[src/rtl/nibble_add_pkg.sv]
// Shared definitions for the nibble-serial adder.
//   state_t : controller states (IDLE, RUN, DONE)
//   NIB_W   : width of one adder slice in bits
package nibble_add_pkg;

    localparam int NIB_W = 4;

    typedef enum logic [1:0] {
        IDLE = 2'd0,
        RUN  = 2'd1,
        DONE = 2'd2
    } state_t;

endpackage

[src/rtl/nibble_add_slice.sv]
// Combinational 4-bit ripple-carry adder slice with enable.
// Ports:
//   en  : slice enable; when low, s and co are forced to 0
//   a   : addend nibble
//   b   : addend nibble
//   cin : carry into bit 0
//   s   : sum nibble
//   co  : carry out of bit 3
module nibble_add_slice
    import nibble_add_pkg::*;
(
    input  logic             en,
    input  logic [NIB_W-1:0] a,
    input  logic [NIB_W-1:0] b,
    input  logic             cin,
    output logic [NIB_W-1:0] s,
    output logic             co
);

    // Carry chain; gating the incoming carry and every sum bit with en
    // keeps all outputs at 0 while the slice is idle.
    logic [NIB_W:0] c;

    assign c[0] = cin & en;

    for (genvar gi = 0; gi < NIB_W; gi++) begin : g_bit
        assign s[gi]   = en & (a[gi] ^ b[gi] ^ c[gi]);
        assign c[gi+1] = en & ((a[gi] & b[gi]) | (a[gi] & c[gi]) | (b[gi] & c[gi]));
    end

    assign co = c[NIB_W];

endmodule

[src/rtl/nibble_serial_add_ctrl.sv]
// Multi-cycle W-bit adder that reuses one 4-bit slice, one nibble per
// cycle, LSB first, with the carry chained through a register.
// Ports:
//   clk, rst_n : clock, synchronous active-low reset
//   start      : request strobe, accepted only while ready
//   a, b, cin  : operands and carry-in, captured on the accepting edge
//   ready      : high in IDLE
//   busy       : high in RUN
//   done       : one-cycle pulse when the result is valid
//   sum        : W-bit result register
//   cout       : carry out of the most significant nibble
//   ovf        : signed overflow of the W-bit addition
module nibble_serial_add_ctrl
    import nibble_add_pkg::*;
#(
    parameter int NIBBLES = 4
) (
    input  logic                     clk,
    input  logic                     rst_n,
    input  logic                     start,
    input  logic [NIB_W*NIBBLES-1:0] a,
    input  logic [NIB_W*NIBBLES-1:0] b,
    input  logic                     cin,
    output logic                     ready,
    output logic                     busy,
    output logic                     done,
    output logic [NIB_W*NIBBLES-1:0] sum,
    output logic                     cout,
    output logic                     ovf
);

    localparam int W     = NIB_W * NIBBLES;
    localparam int IDX_W = (NIBBLES > 1) ? $clog2(NIBBLES) : 1;
    localparam logic [IDX_W-1:0] LAST_IDX = IDX_W'(NIBBLES - 1);

    state_t           state_reg, state_next;
    logic [IDX_W-1:0] idx_reg;
    logic [W-1:0]     a_reg, b_reg, sum_reg;
    logic             carry_reg, cout_reg, ovf_reg;

    logic             slice_en;
    logic [NIB_W-1:0] slice_a, slice_b, slice_s;
    logic             slice_co;
    logic             ovf_next;

    // Nibble views of the latched operands so the slice input is a plain
    // array select on idx.
    logic [NIB_W-1:0] a_nib [NIBBLES];
    logic [NIB_W-1:0] b_nib [NIBBLES];

    for (genvar gi = 0; gi < NIBBLES; gi++) begin : g_nib
        assign a_nib[gi] = a_reg[gi*NIB_W +: NIB_W];
        assign b_nib[gi] = b_reg[gi*NIB_W +: NIB_W];
    end

    assign slice_a = a_nib[idx_reg];
    assign slice_b = b_nib[idx_reg];

    nibble_add_slice u_slice (
        .en  (slice_en),
        .a   (slice_a),
        .b   (slice_b),
        .cin (carry_reg),
        .s   (slice_s),
        .co  (slice_co)
    );

    // On the last RUN edge the slice sum MSB becomes sum[W-1], so overflow
    // is judged from it directly rather than from the not-yet-written register.
    assign ovf_next = (a_reg[W-1] == b_reg[W-1]) && (slice_s[NIB_W-1] != a_reg[W-1]);

    always_ff @(posedge clk) begin
        if (!rst_n) begin
            state_reg <= IDLE;
        end else begin
            state_reg <= state_next;
        end
    end

    always_comb begin
        state_next = state_reg;
        ready      = 1'b0;
        busy       = 1'b0;
        done       = 1'b0;
        slice_en   = 1'b0;
        case (state_reg)
            IDLE: begin
                ready = 1'b1;
                if (start) begin
                    state_next = RUN;
                end
            end
            RUN: begin
                busy     = 1'b1;
                slice_en = 1'b1;
                if (idx_reg == LAST_IDX) begin
                    state_next = DONE;
                end
            end
            DONE: begin
                done       = 1'b1;
                state_next = IDLE;
            end
            default: state_next = IDLE;
        endcase
    end

    always_ff @(posedge clk) begin
        if (!rst_n) begin
            a_reg     <= '0;
            b_reg     <= '0;
            sum_reg   <= '0;
            carry_reg <= 1'b0;
            cout_reg  <= 1'b0;
            ovf_reg   <= 1'b0;
            idx_reg   <= '0;
        end else begin
            case (state_reg)
                IDLE: begin
                    if (start) begin
                        a_reg     <= a;
                        b_reg     <= b;
                        carry_reg <= cin;
                        sum_reg   <= '0;
                        cout_reg  <= 1'b0;
                        ovf_reg   <= 1'b0;
                        idx_reg   <= '0;
                    end
                end
                RUN: begin
                    sum_reg[int'(idx_reg)*NIB_W +: NIB_W] <= slice_s;
                    carry_reg <= slice_co;
                    if (idx_reg == LAST_IDX) begin
                        cout_reg <= slice_co;
                        ovf_reg  <= ovf_next;
                    end else begin
                        idx_reg <= idx_reg + IDX_W'(1);
                    end
                end
                default: ;
            endcase
        end
    end

    assign sum  = sum_reg;
    assign cout = cout_reg;
    assign ovf  = ovf_reg;

endmodule
[config.mk]
export PLATFORM = sky130hd
export DESIGN_NAME = nibble_serial_add_ctrl
export DESIGN_NICKNAME = d
export VERILOG_FILES = /design/src/rtl/nibble_add_pkg.sv /design/src/rtl/nibble_add_slice.sv /design/src/rtl/nibble_serial_add_ctrl.sv
export SDC_FILE = /design/constraint.sdc
export NUM_CORES = 1
export LEC_CHECK = 0
export CAP_MARGIN = 10
export CORE_MARGIN = 2
export CORE_UTILIZATION = 54
export DETAILED_ROUTE_END_ITERATION = 10
export PLACE_DENSITY = 0.94
export SETUP_SLACK_MARGIN = 0.02
export SKIP_LAST_GASP = 1
export SYNTH_ARGS = -nofsm -noshare
export SYNTH_HDL_FRONTEND = slang
export SYNTH_SLANG_ARGS = --single-unit
export TNS_END_PERCENT = 50
[constraint.sdc]
create_clock -name clk -period 6.06 [get_ports clk]
set_input_delay 0.909 -clock clk [delete_from_list [all_inputs] [get_ports clk]]
set_output_delay 0.909 -clock clk [all_outputs]
set_load 0.05 [all_outputs]
* After elaboration in Yosys (flattened, before gate mapping)
Index checks and enable logic that the tools add are counted.
** Storage, ports and cells
- Latch bits :: 0
- Word-level logic and storage cells :: 92
- Memory bits (read-only) :: 0
- Memories :: 0
- Register bits :: 55
- Memory bits (writable) :: 0
- Bits of input ports :: 36
** Operators by class
- $lt $le $gt $ge :: 1
- Equal/unequal tests :: 8
- Mux-type cells :: 25
- Divide/modulo/power cells :: 0
- Add/sub/neg operators :: 2
- Multipliers :: 0
- Shift operators :: 2
- Reduce and logical (&&, ||, !) cells :: 8
- Bitwise logic cells :: 38
** Operators with widths (number)
- negator 4 -> 33 bit :: 1
- variable shift 4 x 33 -> 16 bit, first input constant :: 1
- variable part select 4 x 33 -> 16 bit :: 1
- case mux 16 bit (2 select lines) :: 1
- bitwise AND 1 bit :: 21
- binary-select mux 4 bit (select 2 bit) :: 2
- bitwise mux 16 bit :: 1
- two-way mux 16 bit :: 1
- two-way mux 4 bit :: 4
- two-way mux 2 bit :: 4
- OR 1 bit :: 8
- case mux 2 bit (2 select lines) :: 2
- bitwise XOR 1 bit :: 8
- two-way mux 1 bit :: 7
- inequality test 2 bit, second input constant :: 3
- case mux 1 bit (2 select lines) :: 3
- AND reduction 2 bit :: 3
- AND reduction 3 bit :: 2
- == test 2 bit, second input constant :: 2
- >= comparator 3 bit, second input constant :: 1
- inverter 2 -> 3 bit :: 1
- adder 2 x 1 -> 2 bit, second input constant :: 1
- == test 2 x 1 -> 1 bit, second input constant :: 1
- zero test 2 bit :: 1
- other kinds (4) :: 4

* Depth between registers and ports, before layout
- Depth in word-level cells :: 22
- Depth in mapped cells :: 14
- Depth with buffers taken out :: 13

* Cells and area by module
A second synthesis with hierarchy kept.
** Unflattened totals
- Cell total of the unflattened synthesis :: 267
- Area total of the unflattened synthesis :: 2462.4 um^2
** Modules (own cells, without submodules)
- nibble_serial_add_ctrl :: sequential area each 1101.1 um^2, instances 1, area each 2298.5 um^2, cells each 246
- nibble_add_slice :: sequential area each 0.0 um^2, instances 1, area each 163.9 um^2, cells each 21

* Worst setup path before layout
OpenSTA, ideal clock, no wires.
- Path kind :: register -> register
- From :: reg state_reg[0]
- To :: reg ovf_reg, in the netlist ovf
- Period minus slack after synthesis :: 3492 ps
- Stages on the path, launching flop included :: 15
- Arrival :: 3365 ps
- Path slack :: 2568 ps
- Setup time :: 126 ps
- Data required time :: 5934 ps
- Cell sequence :: dfxtp_1 -> buf_6 -> nand2b_4 -> inv_1 -> nand2_1 -> fa_1 -> nand2b_1 -> fa_1 -> nand2b_1 -> fa_1 -> nor2_1 -> fa_1 -> or3b_2 -> o21ai_0 -> o2bb2ai_1
** Between the ends
- Word-level cells in the longest chain between the ends :: 21
- Elaborated cells on any way between the ends :: 29
- Classes of those cells :: 4 x eq/ne; 3 x mux; 18 x bitwise; 4 x reduce/logical
** Ends and longest elaborated chain
- start: declaration :: RTL line nibble_serial_add_ctrl.sv:36 : state_t state_reg, state_next;
- start signal: assignment :: RTL line nibble_serial_add_ctrl.sv:76 : state_reg <= state_next;
- == test 2 x 1 -> 1 bit *
- two-way mux 1 bit *
- named net busy :: RTL line nibble_serial_add_ctrl.sv:25 : output logic busy,
- bitwise AND 1 bit :: RTL line nibble_add_slice.sv:24 : assign c[0] = cin & en;
- bitwise AND 1 bit :: RTL line nibble_add_slice.sv:28 : assign c[gi+1] = en & ((a[gi] & b[gi]) | (a[gi] & c[gi]) | (b[gi] & c[gi]));
- OR 1 bit (2 in series) :: RTL line nibble_add_slice.sv:28
- bitwise AND 1 bit (2 in series) :: RTL line nibble_add_slice.sv:28
- OR 1 bit (2 in series) :: RTL line nibble_add_slice.sv:28
- bitwise AND 1 bit (2 in series) :: RTL line nibble_add_slice.sv:28
- OR 1 bit (2 in series) :: RTL line nibble_add_slice.sv:28
- bitwise AND 1 bit :: RTL line nibble_add_slice.sv:28
- bitwise XOR 1 bit :: RTL line nibble_add_slice.sv:27 : assign s[gi] = en & (a[gi] ^ b[gi] ^ c[gi]);
- bitwise AND 1 bit * :: RTL line nibble_add_slice.sv:27
- inequality test 1 bit * :: RTL line nibble_serial_add_ctrl.sv:70 : assign ovf_next = (a_reg[W-1] == b_reg[W-1]) && (slice_s[NIB_W-1] != a_reg[W-1]);
- logical AND 1 bit * :: RTL line nibble_serial_add_ctrl.sv:70
- two-way mux 1 bit * :: RTL line nibble_serial_add_ctrl.sv:133 : if (idx_reg == LAST_IDX) begin
- case mux 1 bit (2 select lines) * :: RTL line nibble_serial_add_ctrl.sv:118 : case (state_reg)
- end signal: assignment :: RTL line nibble_serial_add_ctrl.sv:135 : ovf_reg <= ovf_next;
- end: declaration :: RTL line nibble_serial_add_ctrl.sv:39 : logic carry_reg, cout_reg, ovf_reg;
Mark *: on every way through the listed nets, which the timed path passes. The rest lies on a longest branch. The select of a mux whose other input is x is not followed.
A chain may end at the register's enable or synchronous reset.

* Final worst setup path
- From :: reg idx_reg[0]
- To :: reg ovf_reg, in the netlist ovf
** Between the ends
- Word-level cells in the longest chain between the ends :: 22
- Elaborated cells on any way between the ends :: 35
- Classes of those cells :: 3 x eq/ne; 8 x mux; 22 x bitwise; 2 x reduce/logical
** Ends and longest elaborated chain
- start: declaration :: RTL line nibble_serial_add_ctrl.sv:37 : logic [IDX_W-1:0] idx_reg;
- start signal: assignment :: RTL line nibble_serial_add_ctrl.sv:137 : idx_reg <= idx_reg + IDX_W'(1);
- inverter 2 -> 3 bit (not written as such) :: RTL line nibble_serial_add_ctrl.sv:56, nibble_serial_add_ctrl.sv:57
- binary-select mux 4 bit (select 2 bit), on equally long branches :: RTL line nibble_serial_add_ctrl.sv:56, nibble_serial_add_ctrl.sv:57
- two-way mux 4 bit, on equally long branches (2 in series) :: RTL line nibble_serial_add_ctrl.sv:56, nibble_serial_add_ctrl.sv:57
- bitwise AND 1 bit :: RTL line nibble_add_slice.sv:28
- OR 1 bit (2 in series) :: RTL line nibble_add_slice.sv:28
- bitwise AND 1 bit (2 in series) :: RTL line nibble_add_slice.sv:28
- OR 1 bit (2 in series) :: RTL line nibble_add_slice.sv:28
- bitwise AND 1 bit (2 in series) :: RTL line nibble_add_slice.sv:28
- OR 1 bit (2 in series) :: RTL line nibble_add_slice.sv:28
- bitwise AND 1 bit :: RTL line nibble_add_slice.sv:28
- bitwise XOR 1 bit :: RTL line nibble_add_slice.sv:27
- bitwise AND 1 bit :: RTL line nibble_add_slice.sv:27
- inequality test 1 bit :: RTL line nibble_serial_add_ctrl.sv:70
- logical AND 1 bit :: RTL line nibble_serial_add_ctrl.sv:70
- two-way mux 1 bit :: RTL line nibble_serial_add_ctrl.sv:133
- case mux 1 bit (2 select lines) :: RTL line nibble_serial_add_ctrl.sv:118
Several ways; a longest one is shown, not always the timed one. The select of a mux whose other input is x is not followed.

==> results.rst <==
.. list-table::
   :header-rows: 1

   * - Metric
     - Value
   * - Status
     - complete, no violations
   * - Data required time of the worst path
     - 6.24 ns
   * - Category of the most critical setup path
     - register to register
   * - Number of clock sinks
     - 55
   * - Pre-CTS setup slack
     - 2.25 ns
   * - Number of standard cells in the final layout excluding fillers
     - 382
   * - Layout net count
     - 373
   * - Total via count after detailed routing
     - 2104
   * - Drt via density
     - 5.51
   * - Peak supply drop
     - 0.160 mV
   * - Power share of the combinational group
     - 16.1%
   * - Type of the most critical hold path
     - register to register
   * - Top cell type by total area after synthesis
     - dfxtp_1
   * - Core ar.
     - 4410 sq um
   * - Setup repair after global routing missed its margin
     - false
   * - Number of iterations in the first detailed-routing pass
     - 5
   * - Number of enable-type register cells in the synthesized netlist
     - 0
   * - Fmax
     - 261 MHz
   * - TritonCTS clock tree
     - yes
   * - Distinct cell type count of the synthesized netlist
     - 36
   * - Final setup skew
     - 0.00913 ns
   * - Internal
     - 537 uW
   * - Final setup violation count
     - 0
   * - Number of synthesized register bits
     - 55
   * - Std cell rows
     - 24
   * - Adder and majority gate portion of the synthesized area
     - 5.21%
   * - Clk_lat worst skew
     - 0.31 ns
   * - Die outline height
     - 72.0 um
   * - Post-CTS resize count
     - 0
   * - Post-synthesis sequential area ratio
     - 44.0%
   * - Static leakage power
     - 0.00110 uW
   * - Master cell of the clock root buffer
     - clkbuf_8
   * - Area share of the largest cell type after synthesis
     - 44.0%
   * - Number of DRC violations after detailed-routing iteration 0
     - 164
   * - Global placement routability congestion
     - 0.843
   * - Final total negative setup slack
     - 0 ns
   * - Maximum clock path buffer count
     - 2
   * - Share of synthesized cell area in and, or, nand and nor gates
     - 21.7%
   * - Initial core utilization
     - 56.6%
   * - Mapped Nets
     - 327
   * - Layout cell share with drive strength beyond 1
     - 7.27%
   * - Port buffer count
     - 56
   * - Post-route setup slack
     - 2.22 ns
   * - Number of remaining DRC errors
     - 0
   * - Count of final max-slew check failures
     - 0
   * - Worst setup SP type
     - register
   * - Xor and xnor area share after synthesis
     - 0%
   * - Max-slew headroom
     - 24.4%
   * - Die area
     - 5190 sq um
   * - Area growth from synthesis to layout
     - 25.1%
   * - Post-Synthesis Cell Area
     - 2500 sq um
   * - Max Cap Viol
     - 0
   * - Pin count of the biggest net entering global routing
     - 38
   * - Placed Cells
     - 373
   * - Post-CTS Hold Buffers
     - 0
   * - Data arrival, critical path
     - 4.02 ns
   * - Power density relative to cell area
     - 231 nW/um^2
   * - Prevailing post-synth register cell
     - dfxtp_1
   * - Clock share of power
     - 29.7%
   * - Antenna-violating nets left
     - 0
   * - Total number of H-tree levels
     - 2
   * - Global-route wire length before repair
     - 8870 um
   * - Post-route fraction of the period consumed by the critical path
     - 63.3%
   * - Post-route minimum period
     - 3.84 ns
   * - Hold violation count in the final report
     - 0
   * - Sequential fraction of design power
     - 54.2%
   * - Multiplexer fraction of the synthesized cell area
     - 7.21%
   * - Vias in the first global route
     - 2032
   * - Async set-reset flop share out of synthesis
     - 0%
   * - GRT Util Overall
     - 22.2%
   * - Die Wd
     - 72.0 um
   * - Reported net switching power
     - 186 uW
   * - Main combinational cell family by area after synthesis
     - simple AND/OR/NAND/NOR gates
   * - Io pins
     - 57
   * - Category of the worst setup path capture point
     - register
   * - Half-perimeter wire length of the detailed placement result
     - 3910 um
   * - Slew at the pin closest to its max-slew limit
     - 1.13 ns
   * - Antenna diode count
     - 0
   * - Switching power share of the total
     - 25.7%
   * - Worst-path maximum fanout
     - 16
   * - Final Total Pwr
     - 723 uW
   * - Final core occ
     - 70.8%
   * - Num CTS Buffers
     - 5
   * - Register clock-pin slew on the reported worst setup and hold paths
     - 0.09 ns
   * - Syn Area/Cell
     - 8.83 sq um
   * - Biggest area contributors in the synthesized netlist
     - dfxtp_1 44%, nand2_1 14%, mux4_2 7.2%, a21oi_1 5.4%, o22ai_1 3.8%
   * - Mapped Cells
     - 283
   * - Total setup buffers inserted after CTS
     - 0
   * - Overflow left after global routing
     - 0
   * - Fraction of the mapped netlist area in compound gates
     - 15.4%
   * - WL final
     - 5570 um
   * - Yosys Warn Count
     - 0
   * - Wire length per cell
     - 14.6 um
   * - Number of antenna violations at the first check in global routing
     - 0
## cells in the mapped netlist (all sizes together) (2+ instances only)
master  count
a31oi       3
ha          4
dfxtp      55
clkbuf      6
and3        3
nand3       4
buf        13
nand2b      7
fa          4
mux4        8
a21boi     12
o22ai      16
inv        11
nor2        4
o21ai       2
nand2      92
a21oi      27
or3b        2
## layer usage
metal  vias to the layer above  part of all wire (%)  track usage [%]
li1                       1043                     -                -
met1                       975                    42             25.3
met2                        78                    50             40.3
met3                         8                   5.7             4.86
met4                         0                   1.6             8.81
met5                         -                     0                0
## cells in the final DEF (no fill, tap or decap), types with 2 or more instances in the layout
master and instances:
inv_1 11, a21oi_1 27, mux4_2 8, dfxtp_1 55, clkbuf_8 7, nand3_1 3
ha_1 4, nand2b_1 6, and3_1 3, fa_1 4, a21boi_0 2, nand2_1 92
a31oi_1 3, o22ai_1 15, nor2_1 4, clkdlybuf4s50_1 56, o21ai_0 2, a21boi_1 10
## area by class of cell
class	instances	area, sq um
fill	337	1290
tap	52	65.1
sequential	55	1100
inverter	11	41.3
timing repair buffer	58	583
multi-input combinational	198	1240
clock buffer	8	100
## final timing paths
check	from	end	slack (ns)	depth (start not counted)
setup reg to reg	idx_reg[0]$_SDFFE_PN0P_	ovf$_SDFFE_PN0P_	2.22	12
hold reg to reg	a_reg[4]$_SDFFE_PN0P_	a_reg[4]$_SDFFE_PN0P_	0.46	2
setup / recovery	idx_reg[0]$_SDFFE_PN0P_	ovf$_SDFFE_PN0P_	2.22	12
hold / removal	a_reg[4]$_SDFFE_PN0P_	a_reg[4]$_SDFFE_PN0P_	0.46	2
## power by group through the flow
stage | clock (uW) | combinational (uW) | sequential, uW
2_1_floorplan | 0 | 78.9 | 395
3_3_place_gp | 0 | 109 | 399
5_1_grt | 231 | 127 | 394
6_report | 215 | 117 | 391
3_5_place_dp | 0 | 113 | 400
4_1_cts | 217 | 114 | 391
## metrics by stage
| step | cell area [sq um] | hold WS (ns) |
|---|---|---|
| 2_1_floorplan | 2500 | 0.432 |
| 3_3_place_gp | 3010 | 0.443 |
| 3_5_place_dp | 3010 | 0.447 |
| 4_1_cts | 3110 | 0.458 |
| 5_1_grt | 3130 | 0.478 |
| 6_report | 3130 | 0.460 |
## worst max-delay path: stages, from the launching register on
cell	delay, ns
dfxtp_1	0.78
mux4_2	0.35
inv_1	0.06
fa_1	0.41
nand2b_1	0.17
fa_1	0.35
nand2b_1	0.17
fa_1	0.38
nor2_1	0.15
fa_1	0.48
or3b_2	0.21
o21ai_0	0.07
o2bb2ai_1	0.12
## kinds of logic after synthesis
logic type / Yosys count
compound gates: 63
fa+ha+maj: 8
buf+inv: 30
flops: 55
mux: 8
simple gates: 119
Note: power is estimated with default switching activity, not from simulation.
==> variant 1 (same settings) <==
Put one more register stage on the output `ovf`. The value now appears one clock later. The other outputs are not delayed to match.
--- a/src/rtl/nibble_serial_add_ctrl.sv
+++ b/src/rtl/nibble_serial_add_ctrl.sv
@@ -144,6 +144,8 @@
 
     assign sum  = sum_reg;
     assign cout = cout_reg;
-    assign ovf  = ovf_reg;
+    always_ff @(posedge clk) begin
+        ovf <= ovf_reg;
+    end
 
 endmodule
Formal check against the unedited RTL: not equivalent (a bounded check fails within 10 cycles, from zero or initial values and one cycle with rst_n low).
==> variant 1 against the unedited design <==
Sequential cell count increased by 1; routed wire length decreased by 0.45%; cell area increased by 0.16%; via count increased by 0.48%; worst setup slack improved by 0.093 ns; total power increased by 3.3%; count of clock-buffer cells in the layout decreased by 2; area after synthesis increased by 0.90%; critical path type unchanged.
==> variant 1: results (changes against the unedited design) <==
* Least-Margin Pin Slew at 1.18 ns (+0.0471 ns)
* End of the critical path: ovf_reg
* Syn_nets at 328 (+0.31%)
* Sw power at 186 uW (+0.24%)
* Critical Path AT at 3.93 ns (-0.09 ns)
* Synth top area cells: dfxtp_1 (44%), nand2_1 (14%), mux4_2 (7.1%), a21oi_1 (5.6%), o22ai_1 (3.7%)
* Commonest cells in the netlist: nand2_1 (92), dfxtp_1 (56), a21oi_1 (28)
* Global-route wire length before repair at 9340 um (+5.3%)
* Comb pwr share at 15.2% (-0.9 points)
* Share of cells above drive strength 1 at 6.67% (-0.61 points)
* GPL Wtd Cong at 0.814 (-3.4%)
* Pleak at 0.00110 uW (+0.17%)
* Hold Startpoint: ovf_reg
* Outcome: complete, no violations
* R2r endpoint: ovf_reg
* Largest net degree at the start of global routing at 37 (-2.6%)
* R2r setup slk at 2.32 ns (+0.09 ns)
* Total track usage at 22.7% (+0.54 points)
* Worst Clk Skew at 0.00975 ns (+0.000620 ns)
* Final HPWL DP at 4060 um (+3.7%)
* Initial DRC count at 198 (+21%)
* Vias in the first global route at 2036 (+0.20%)
* Hold Path Depth at 0 (-2)
* Total wire length at 5540 um (-0.45%)
* Iteration count of the initial detailed-routing pass at 4 (-1)
* Vias per cell at 5.53 (+0.48%)
-- variant 1: cell types whose count changed after synthesis, sizes merged --
cell    change
a21boi      -1
dfxtp       +1
a21oi       +1
-- variant 1: critical path, cell delays in order, from the launching register on --
cell and delay, ns:
dfxtp_1 0.77, mux4_2 0.34, inv_1 0.06, fa_1 0.40
nand2b_1 0.17, fa_1 0.36, nand2b_1 0.16, fa_1 0.37
nor2_1 0.14, fa_1 0.47, or3b_2 0.21, o21ai_0 0.07
o2bb2ai_1 0.12
-- variant 1: cell families (layout without fill, tap and decap cells) --
logic type,count (synthesis),count (layout),share of synthesized area [%]
AO/OA/AOI/OAI,63,63,15.1
adder cells (fa/ha/maj),8,8,5.16
flip-flops,56,56,44.4
multiplexers,8,8,7.14
buffers and inverters,30,76,6.84
AND/OR/NAND/NOR,119,119,21.3
-- variant 1: metal layers --
metal,routed length [um],part of all wire (%),GRT usage [%]
met3,310,5.6,3.33
met5,0,0,0
met1,2250,41,28.1
met2,2860,52,39.2
met4,118,2.1,10.1
-- variant 1: area by class of cell --
class	count	area [um2]
Clock buffer	6	72.6
Clock inverter	2	35.0
Fill cell	345	1280
Inverter	11	41.3
Multi-Input combinational cell	198	1230
Sequential cell	56	1120
Tap cell	52	65.1
Timing Repair Buffer	57	568
-- variant 1: metrics by stage --
stage | setup WS (ns) | cells | area (um2) | hold slack, ns
after floorplan | 2.57 | 284 | 2520 | 0.331
after global routing | 2.05 | 382 | 3130 | 0.373
after detailed placement | 2.32 | 374 | 3020 | 0.355
after CTS | 2.29 | 382 | 3130 | 0.366
final | 2.32 | 382 | 3130 | 0.369
after global placement | 2.44 | 374 | 3020 | 0.353
==> variant 2 (same settings) <==
Without the edit above. Set the parameter `NIBBLES` to 16 (it was 4).
--- a/src/rtl/nibble_serial_add_ctrl.sv
+++ b/src/rtl/nibble_serial_add_ctrl.sv
@@ -13,7 +13,7 @@
 module nibble_serial_add_ctrl
     import nibble_add_pkg::*;
 #(
-    parameter int NIBBLES = 4
+    parameter int NIBBLES = 16
 ) (
     input  logic                     clk,
     input  logic                     rst_n,
Ports: changed (resized a, b and sum); port bits go from 57 to 201. The function was not compared with the original's and may differ.
==> variant 2 against the unedited design <==
Die area grew to 3.5 times the old value; critical path depth stayed put; clock skew is 0.0015 ns higher; total power grew to 4.1 times the old value; maximum frequency is 17% lower; routed wire length grew to 4.3 times the old value; cell area grew to 3.8 times the old value; worst setup slack worse by 0.80 ns; first-iteration DRC count grew to 3.5 times the old value; via count grew to 3.7 times the old value; clock power grew to 5.6 times the old value; sequential cell count is 146 higher; sequential power grew to 3.6 times the old value; area after synthesis grew to 3.7 times the old value; highest routed layer unchanged.
==> variant 2: results (changes against the unedited design) <==
* Part of the power in registers at 47.3% (-6.9 points)
* Maximum clock insertion buffer count at 3 (+1)
* Power Internal at 2260 uW (+320%)
* CTS Buf Count at 20 (+15)
* Global routing usage on met2 at 46.8% (+6.4 points)
* Rel. slew slack at 25.7% (+1.4 points)
* Iteration count of the initial detailed-routing pass at 5 (unchanged)
* Maximum vdd drop at 0.000171 V (+6.7%)
* Synth top area cells: dfxtp_1 (44%), nand2_1 (12%), a21boi_0 (11%), mux4_2 (7.9%), mux2i_1 (5.0%)
* Max FO, Critical Path at 13 (-3)
* Critical R2R Launch: idx_reg[2]
* Non-Filler Instances at 1367 (+260%)
* Syn_nets at 1129 (+250%)
* Commonest cells in the netlist: nand2_1 (297), dfxtp_1 (201), a21boi_0 (130)
* Met1 wire length at 9870 um (+320%)
* Vias per cell at 5.62 (+2.1%)
* Clk_lat worst skew at 0.49 ns (+0.18 ns)
* WL/cell at 17.4 um (+19%)
* Total track usage at 26.4% (+4.2 points)
* Share of cells above drive strength 1 at 7.93% (+0.66 points)
* Htree depth at 1 (-1)
* Clock root buffer master: clkbuf_16
* Clk pwr share at 40.4% (+11 points)
* Ys async rst share at 0% (unchanged)
* GPL Wtd Cong at 0.861 (+2.2%)
* Worst Clk Skew at 0.0106 ns (+0.00147 ns)
* Cells after DPL at 1332 (+260%)
* Critical Path AT at 5.05 ns (+1.03 ns)
* R2r endpoint: sum[35]
* Post-synthesis cell type count at 55 (+53%)
* Vias in the first global route at 7578 (+270%)
* R2r setup slk at 1.42 ns (-0.80 ns)
* Global-route wire length before repair at 38300 um (+330%)
* Hold Startpoint: sum[41]
* Clock-net power at 1210 uW (+460%)
* IO buf count at 200 (+260%)
* Largest net degree at the start of global routing at 128 (+240%)
* Hold Path Class: reg2reg
* Fmax at 0.216 GHz (-17%)
* Outcome: complete, no violations
* Pleak at 0.00424 uW (+290%)
* Metal2 WL at 11900 um (+330%)
* Final HPWL DP at 16600 um (+320%)
* Syn_area_per_cell at 9.25 um2 (+4.8%)
* Met1 Use GR at 33.5% (+8.2 points)
* Hold Path Sink: sum[41]
* Setup WS pre-CTS at 1.55 ns (-0.700 ns)
* Met3 Track Usage GR at 3.59% (-1.3 points)
* Reg clk slew, reported paths at 0.07 ns (-0.02 ns)
* Hold slack at 0.458 ns (-0.00159 ns)
* Seq/Total Area, Yosys at 44.0% (about the same)
* Initial antenna violation count at 0 (unchanged)
* Met3 WL at 1290 um (+310%)
==> variant 2: logic make-up (layout without fill, tap and decap cells) <==
kind of cell    after synthesis  after routing  share of synthesized area (%)
simple gates                433            433                           21.7
flops                       201            201                           44.0
compound gates              180            180                           15.2
buf+inv                      86            245                           4.47
mux                          78             78                           12.9
fa+ha+maj                     9              9                           1.56
xor+xnor                      1              1                         0.0958
==> variant 2: critical path: stages (launching register included) <==
cell	delay, ns
dfxtp_1	0.59
nor2b_1	0.60
a22o_1	0.27
a221oi_2	0.05
fa_1	0.45
nand2b_1	0.20
fa_1	0.36
nand2b_1	0.16
fa_1	0.35
nand2b_1	0.17
fa_1	0.65
or4_1	0.57
mux2i_1	0.13
==> variant 2: layout make-up <==
type                       instances  area (um2)
fill                            1182        4850
multi-input combinational        701        4720
sequential                       201        4030
timing repair buffer             206        2060
clock buffer                      27         568
tap                              220         275
clock inverter                     8        71.3
inverter                           4        20.0
